`src/rtl/uart_rx_if.sv`:
```
// Consumer-side bus of the serial receiver: holding-register handshake plus status flags.
interface uart_rx_if #(
  parameter int DATA_BITS = 8
);
  logic                 i_data_read;
  logic                 i_err_clear;
  logic [DATA_BITS-1:0] o_data_byte;
  logic                 o_data_valid;
  logic                 o_busy;
  logic                 o_frame_error;
  logic                 o_overrun;

  modport slave (
    input  i_data_read,
    input  i_err_clear,
    output o_data_byte,
    output o_data_valid,
    output o_busy,
    output o_frame_error,
    output o_overrun
  );

  modport master (
    output i_data_read,
    output i_err_clear,
    input  o_data_byte,
    input  o_data_valid,
    input  o_busy,
    input  o_frame_error,
    input  o_overrun
  );
endinterface

```
`src/rtl/uart_rx.sv`:
```
// 8N1-style async serial receiver, LSB first, oversampled on clk, with a one-entry
// holding register, valid/read handshake and sticky framing/overrun flags.
module uart_rx #(
  parameter int CLKS_PER_BIT = 5208,
  parameter int DATA_BITS    = 8
) (
  input  logic      clk,
  input  logic      reset_n,
  input  logic      i_rx,
  uart_rx_if.slave  bus
);
  localparam int CNT_W  = $clog2(CLKS_PER_BIT);
  localparam int BIDX_W = $clog2(DATA_BITS + 1);
  localparam logic [CNT_W-1:0]  CNT_MAX  = CNT_W'(CLKS_PER_BIT - 1);
  localparam logic [CNT_W-1:0]  CNT_MID  = CNT_W'((CLKS_PER_BIT - 1) / 2);
  localparam logic [CNT_W-1:0]  CNT_ONE  = CNT_W'(1);
  localparam logic [BIDX_W-1:0] BIT_LAST = BIDX_W'(DATA_BITS - 1);
  localparam logic [BIDX_W-1:0] BIT_ONE  = BIDX_W'(1);

  typedef enum logic [2:0] {
    S_IDLE  = 3'd0,
    S_START = 3'd1,
    S_DATA  = 3'd2,
    S_STOP  = 3'd3,
    S_BREAK = 3'd4
  } state_t;

  state_t               r_state;
  logic                 r_sync1;
  logic                 r_sync2;
  logic [CNT_W-1:0]     r_clk_cnt;
  logic [BIDX_W-1:0]    r_bit_idx;
  logic [DATA_BITS-1:0] r_shreg;
  logic [DATA_BITS-1:0] r_data;
  logic                 r_valid;
  logic                 r_busy;
  logic                 r_frame_error;
  logic                 r_overrun;
  logic                 w_rx_s;

  assign w_rx_s = r_sync2;

  // Two-flop synchronizer, preset to the idle-high line level.
  always_ff @(posedge clk or negedge reset_n) begin
    if (!reset_n) begin
      r_sync1 <= 1'b1;
      r_sync2 <= 1'b1;
    end else begin
      r_sync1 <= i_rx;
      r_sync2 <= r_sync1;
    end
  end

  // Receive FSM, holding register and sticky error flags.
  always_ff @(posedge clk or negedge reset_n) begin
    if (!reset_n) begin
      r_state       <= S_IDLE;
      r_clk_cnt     <= '0;
      r_bit_idx     <= '0;
      r_shreg       <= '0;
      r_data        <= '0;
      r_valid       <= 1'b0;
      r_busy        <= 1'b0;
      r_frame_error <= 1'b0;
      r_overrun     <= 1'b0;
    end else begin
      // Clears first; a commit or error later in this block overrides them.
      if (bus.i_data_read && r_valid) begin
        r_valid <= 1'b0;
      end else begin
        r_valid <= r_valid;
      end
      if (bus.i_err_clear) begin
        r_frame_error <= 1'b0;
        r_overrun     <= 1'b0;
      end else begin
        r_frame_error <= r_frame_error;
        r_overrun     <= r_overrun;
      end

      case (r_state)
        S_IDLE: begin
          r_clk_cnt <= '0;
          if (!w_rx_s) begin
            r_state <= S_START;
            r_busy  <= 1'b1;
          end else begin
            r_busy  <= 1'b0;
          end
        end
        S_START: begin
          if (r_clk_cnt == CNT_MID) begin
            r_clk_cnt <= '0;
            r_bit_idx <= '0;
            if (!w_rx_s) begin
              r_state <= S_DATA;
            end else begin
              r_state <= S_IDLE;
              r_busy  <= 1'b0;
            end
          end else begin
            r_clk_cnt <= r_clk_cnt + CNT_ONE;
          end
        end
        S_DATA: begin
          if (r_clk_cnt == CNT_MAX) begin
            r_clk_cnt <= '0;
            r_shreg   <= DATA_BITS'({w_rx_s, r_shreg} >> 1);
            r_bit_idx <= r_bit_idx + BIT_ONE;
            if (r_bit_idx == BIT_LAST) begin
              r_state <= S_STOP;
            end else begin
              r_state <= S_DATA;
            end
          end else begin
            r_clk_cnt <= r_clk_cnt + CNT_ONE;
          end
        end
        S_STOP: begin
          if (r_clk_cnt == CNT_MAX) begin
            r_clk_cnt <= '0;
            if (w_rx_s) begin
              r_data  <= r_shreg;
              r_valid <= 1'b1;
              if (r_valid && !bus.i_data_read) begin
                r_overrun <= 1'b1;
              end else begin
                r_overrun <= r_overrun && !bus.i_err_clear;
              end
              r_state <= S_IDLE;
              r_busy  <= 1'b0;
            end else begin
              r_frame_error <= 1'b1;
              r_state       <= S_BREAK;
            end
          end else begin
            r_clk_cnt <= r_clk_cnt + CNT_ONE;
          end
        end
        S_BREAK: begin
          // Wait out a held-low line so a long break reports only one error.
          if (w_rx_s) begin
            r_state <= S_IDLE;
            r_busy  <= 1'b0;
          end else begin
            r_state <= S_BREAK;
          end
        end
        default: begin
          r_state   <= S_IDLE;
          r_busy    <= 1'b0;
          r_clk_cnt <= '0;
        end
      endcase
    end
  end

  assign bus.o_data_byte   = r_data;
  assign bus.o_data_valid  = r_valid;
  assign bus.o_busy        = r_busy;
  assign bus.o_frame_error = r_frame_error;
  assign bus.o_overrun     = r_overrun;
endmodule

```
`src/flat_wrapper.sv`:
```
// flat-port wrapper written by rule: the top's interface ports become plain ports
module uart_rx_flat 
#(
  parameter int CLKS_PER_BIT = 5208,
  parameter int DATA_BITS    = 8
)
  (clk, reset_n, i_rx, bus_i_data_read, bus_i_err_clear, bus_o_data_byte, bus_o_data_valid, bus_o_busy, bus_o_frame_error, bus_o_overrun);
  uart_rx_if #(.DATA_BITS(DATA_BITS)) bus_i ();
  input  logic clk;
  input  logic reset_n;
  input  logic i_rx;
  input wire logic [$bits(bus_i.i_data_read)-1:0] bus_i_data_read;
  input wire logic [$bits(bus_i.i_err_clear)-1:0] bus_i_err_clear;
  output wire logic [$bits(bus_i.o_data_byte)-1:0] bus_o_data_byte;
  output wire logic [$bits(bus_i.o_data_valid)-1:0] bus_o_data_valid;
  output wire logic [$bits(bus_i.o_busy)-1:0] bus_o_busy;
  output wire logic [$bits(bus_i.o_frame_error)-1:0] bus_o_frame_error;
  output wire logic [$bits(bus_i.o_overrun)-1:0] bus_o_overrun;
  assign bus_i.i_data_read = bus_i_data_read;
  assign bus_i.i_err_clear = bus_i_err_clear;
  assign bus_o_data_byte = bus_i.o_data_byte;
  assign bus_o_data_valid = bus_i.o_data_valid;
  assign bus_o_busy = bus_i.o_busy;
  assign bus_o_frame_error = bus_i.o_frame_error;
  assign bus_o_overrun = bus_i.o_overrun;
  uart_rx #(.CLKS_PER_BIT(CLKS_PER_BIT), .DATA_BITS(DATA_BITS)) u_core (.clk(clk), .reset_n(reset_n), .i_rx(i_rx), .bus(bus_i));
endmodule
```
`config.mk`:
```
export PLATFORM = sky130hd
export DESIGN_NAME = uart_rx_flat
export DESIGN_NICKNAME = d
export VERILOG_FILES = /design/src/rtl/uart_rx_if.sv /design/src/rtl/uart_rx.sv /design/src/flat_wrapper.sv
export SDC_FILE = /design/constraint.sdc
export NUM_CORES = 1
export LEC_CHECK = 0
export ABC_AREA = 1
export CORE_MARGIN = 2
export CORE_UTILIZATION = 57
export DETAILED_ROUTE_END_ITERATION = 12
export PLACE_DENSITY_LB_ADDON = 0.2
export SLEW_MARGIN = 20
export SYNTH_ARGS = -nofsm -noshare
export SYNTH_HDL_FRONTEND = slang
export SYNTH_SLANG_ARGS = --single-unit
```
`constraint.sdc`:
```
create_clock -name clk -period 1.6 [get_ports clk]
set_input_delay 0.4 -clock clk [delete_from_list [all_inputs] [get_ports clk]]
set_output_delay 0.4 -clock clk [all_outputs]
set_load 0.05 [all_outputs]
```
==> results.cfg <==
[floorplanning]
dieWidth_um = 65.55
die_h_um = 65.55
num_io_pins = 17
dieArea_mm2 = 0.004297
std_cell_rows = 22
core_mm2 = 0.003661
initial_utilization = 0.5899

[global_route]
grt-busiest-layer = met2
met3_usage = 0.05137
antenna_found_initial = 0
grtUsageMet1 = 0.3111
overflow = 0
grt_usage = 0.2308
first_global_vias = 1705
grt_pass1_wl_um = 7514
met2_usage = 0.3673
grt_max_degree = 23

[timing]
period_share = 0.9573
whs_ns = 0.04372
post-route-min-period_ns = 1.532
fmax_mhz = 652.9
setup_viol = 0
max_slew.worst_pin.slew_ns = 0.4725
drv_slew = 0
fin_skew_ns = 0.01131
hold_viol_final = 0
fin_ws_ns = 0.06827
relSlewSlack = 0.6850

[status]
status = complete, no violations

[power]
power.density_mw_per_mm2 = 673.1
peakVddDrop_mv = 0.5292
leakagePower_nw = 1.284
fin_total_pwr_mw = 1.839

[clock_tree]
htreeDepth = 2
tritoncts = yes
cts.sinks = 42
cts_buffers = 5
clk_pin_slew_ns = 0.09
clockBufferDepth = 2
clk_latency_ns = 0.30
root_buffer = clkbuf_8

[cells_and_area]
nNetsFinal = 307
area_growth_pct = 26.54
nFillCells = 264
drive_above_1_share = 0.2292
antenna_cells = 0
instances_no_fill = 349
layout_commonest_cell = nand2_1
layout_common_cells = nand2_1, dfrtp_1, inv_1
final_util = 0.7464

[critical_path]
crit_type = reg -> reg
crit_required_ns = 1.80
critPathMaxFanout = 4
end_kind = flip-flop
crit_path_start_kind = flip-flop
crit_arrival_ns = 1.73

[place]
gp_congestion = 0.9574
dp_cells = 333
dpl.hpwl_um = 3133
dp_slack_ns = 0.003336
io_buffers = 16

[synth]
syn_avg_cell_area_um2 = 8.149
synthDistinctLibCells = 26
yosys_warnings = 0
ys_ff_latch = 42
synthesis.nets = 272
seq_area_frac_synth = 0.4878
netlist_area_mm2 = 0.002160
synthCells = 265

[routing]
drt_iter0_drc = 118
wire_per_inst_um = 13.24
dr.pass1.iters = 4
postRouteAntennaNets = 0
drt_wl_total_um = 4622
vias = 1808
vias_per_cell = 5.181
drc_errors = 0

[job]
maxCapViolCount = 0

[hold_path]
hp-class = in -> async
registers in the layout (all words and copies together) (netlist names):
register and cells:
u_core.r_bit_idx 4, u_core.r_clk_cnt 13, u_core.r_sync2 1, u_core.r_shreg 8
u_core.bus.o_busy 1, u_core.bus.o_data_valid 1, u_core.bus.o_frame_error 1, u_core.bus.o_overrun 1
u_core.r_state 3, u_core.bus.o_data_byte 8, u_core.r_sync1 1
cells in the mapped netlist, drive strengths merged:
library cell   n  area share
nand2         88        0.16
dfrtp         40        0.46
nor2          34       0.070
inv           31       0.054
o21ai         23       0.076
nand3         16       0.045
nor3           8       0.019
xor2           8       0.032
nand4          4       0.012
a21oi          3      0.0070
buf            3       0.013
dfstp          2       0.024
ha             2       0.012
a22o           1      0.0041
a31oi          1      0.0029
nor3b          1      0.0035
metrics by stage:
stage / TNS, ns / cell area (um^2)
detailed placement: 0 / 2532
global route: -0.1187 / 2733
floorplan: 0 / 2160
CTS: 0 / 2638
global placement: 0 / 2532
finish: 0 / 2733
cell type report:
class	instances	area [um^2]	area share
tap	48	60.06	0.02198
timing repair buffer	29	389.1	0.1424
clock inverter	2	12.51	0.004579
multi-input combinational	191	1018	0.3727
clock buffer	6	82.58	0.03022
inverter	31	116.4	0.04258
sequential	42	1054	0.3855
worst paths after layout:
kind,cells after the start,startpoint,slack (ns),endpoint
setup / recovery,9,u_core.r_clk_cnt[7],0.07,u_core.bus.o_data_byte[1]
hold / removal,1,reset_n,0.04,u_core.r_clk_cnt[9]
setup reg to reg,9,u_core.r_clk_cnt[7],0.07,u_core.bus.o_data_byte[1]
hold reg to reg,0,u_core.r_sync1,0.35,u_core.r_sync2
max in group asynchronous,2,reset_n,1.08,u_core.bus.o_data_byte[2]
min in group clk,0,u_core.r_sync1,0.35,u_core.r_sync2
per-layer routing:
metal | vias to the layer above | wire, um
li1 | 905 | -
met1 | 856 | 2134
met2 | 39 | 2215
met3 | 8 | 190
met4 | 0 | 82
met5 | - | 0
cells by family (layout without fill, tap and decap cells):
| logic type | count (synthesis) | after routing | synth area share |
|---|---|---|---|
| simple gates | 151 | 153 | 0.3117 |
| flops | 42 | 42 | 0.4878 |
| buf+inv | 34 | 68 | 0.06662 |
| compound gates | 28 | 28 | 0.08980 |
| xor+xnor | 8 | 8 | 0.03245 |
| fa+ha+maj | 2 | 2 | 0.01159 |
power breakdown:
part	total (mW)	leakage (nW)	internal, mW	switching, mW
logic	0.0390	0.677	0.0139	0.0251
clock network	0.729	0.0472	0.347	0.382
registers	1.07	0.560	1.07	0.00595
total	1.84	1.28	1.43	0.413
critical path: stages (launching register included):
cell and delay, ns:
dfrtp_1 0.42, inv_1 0.13, nand2_1 0.09, nor2_2 0.12, nand3_2 0.14, nor2_4 0.15, buf_6 0.15, nand2_4 0.07
nand2_1 0.09, o21ai_2 0.06
timing repair:
action	in CTS	in global routing
resized for setup	1	8
endpoints found under the setup margin	1	23
buffers inserted	1	5
pin swaps	1	5
gates cloned	0	2
hold buffers	0	0
Power figures use the tool's default switching activity.
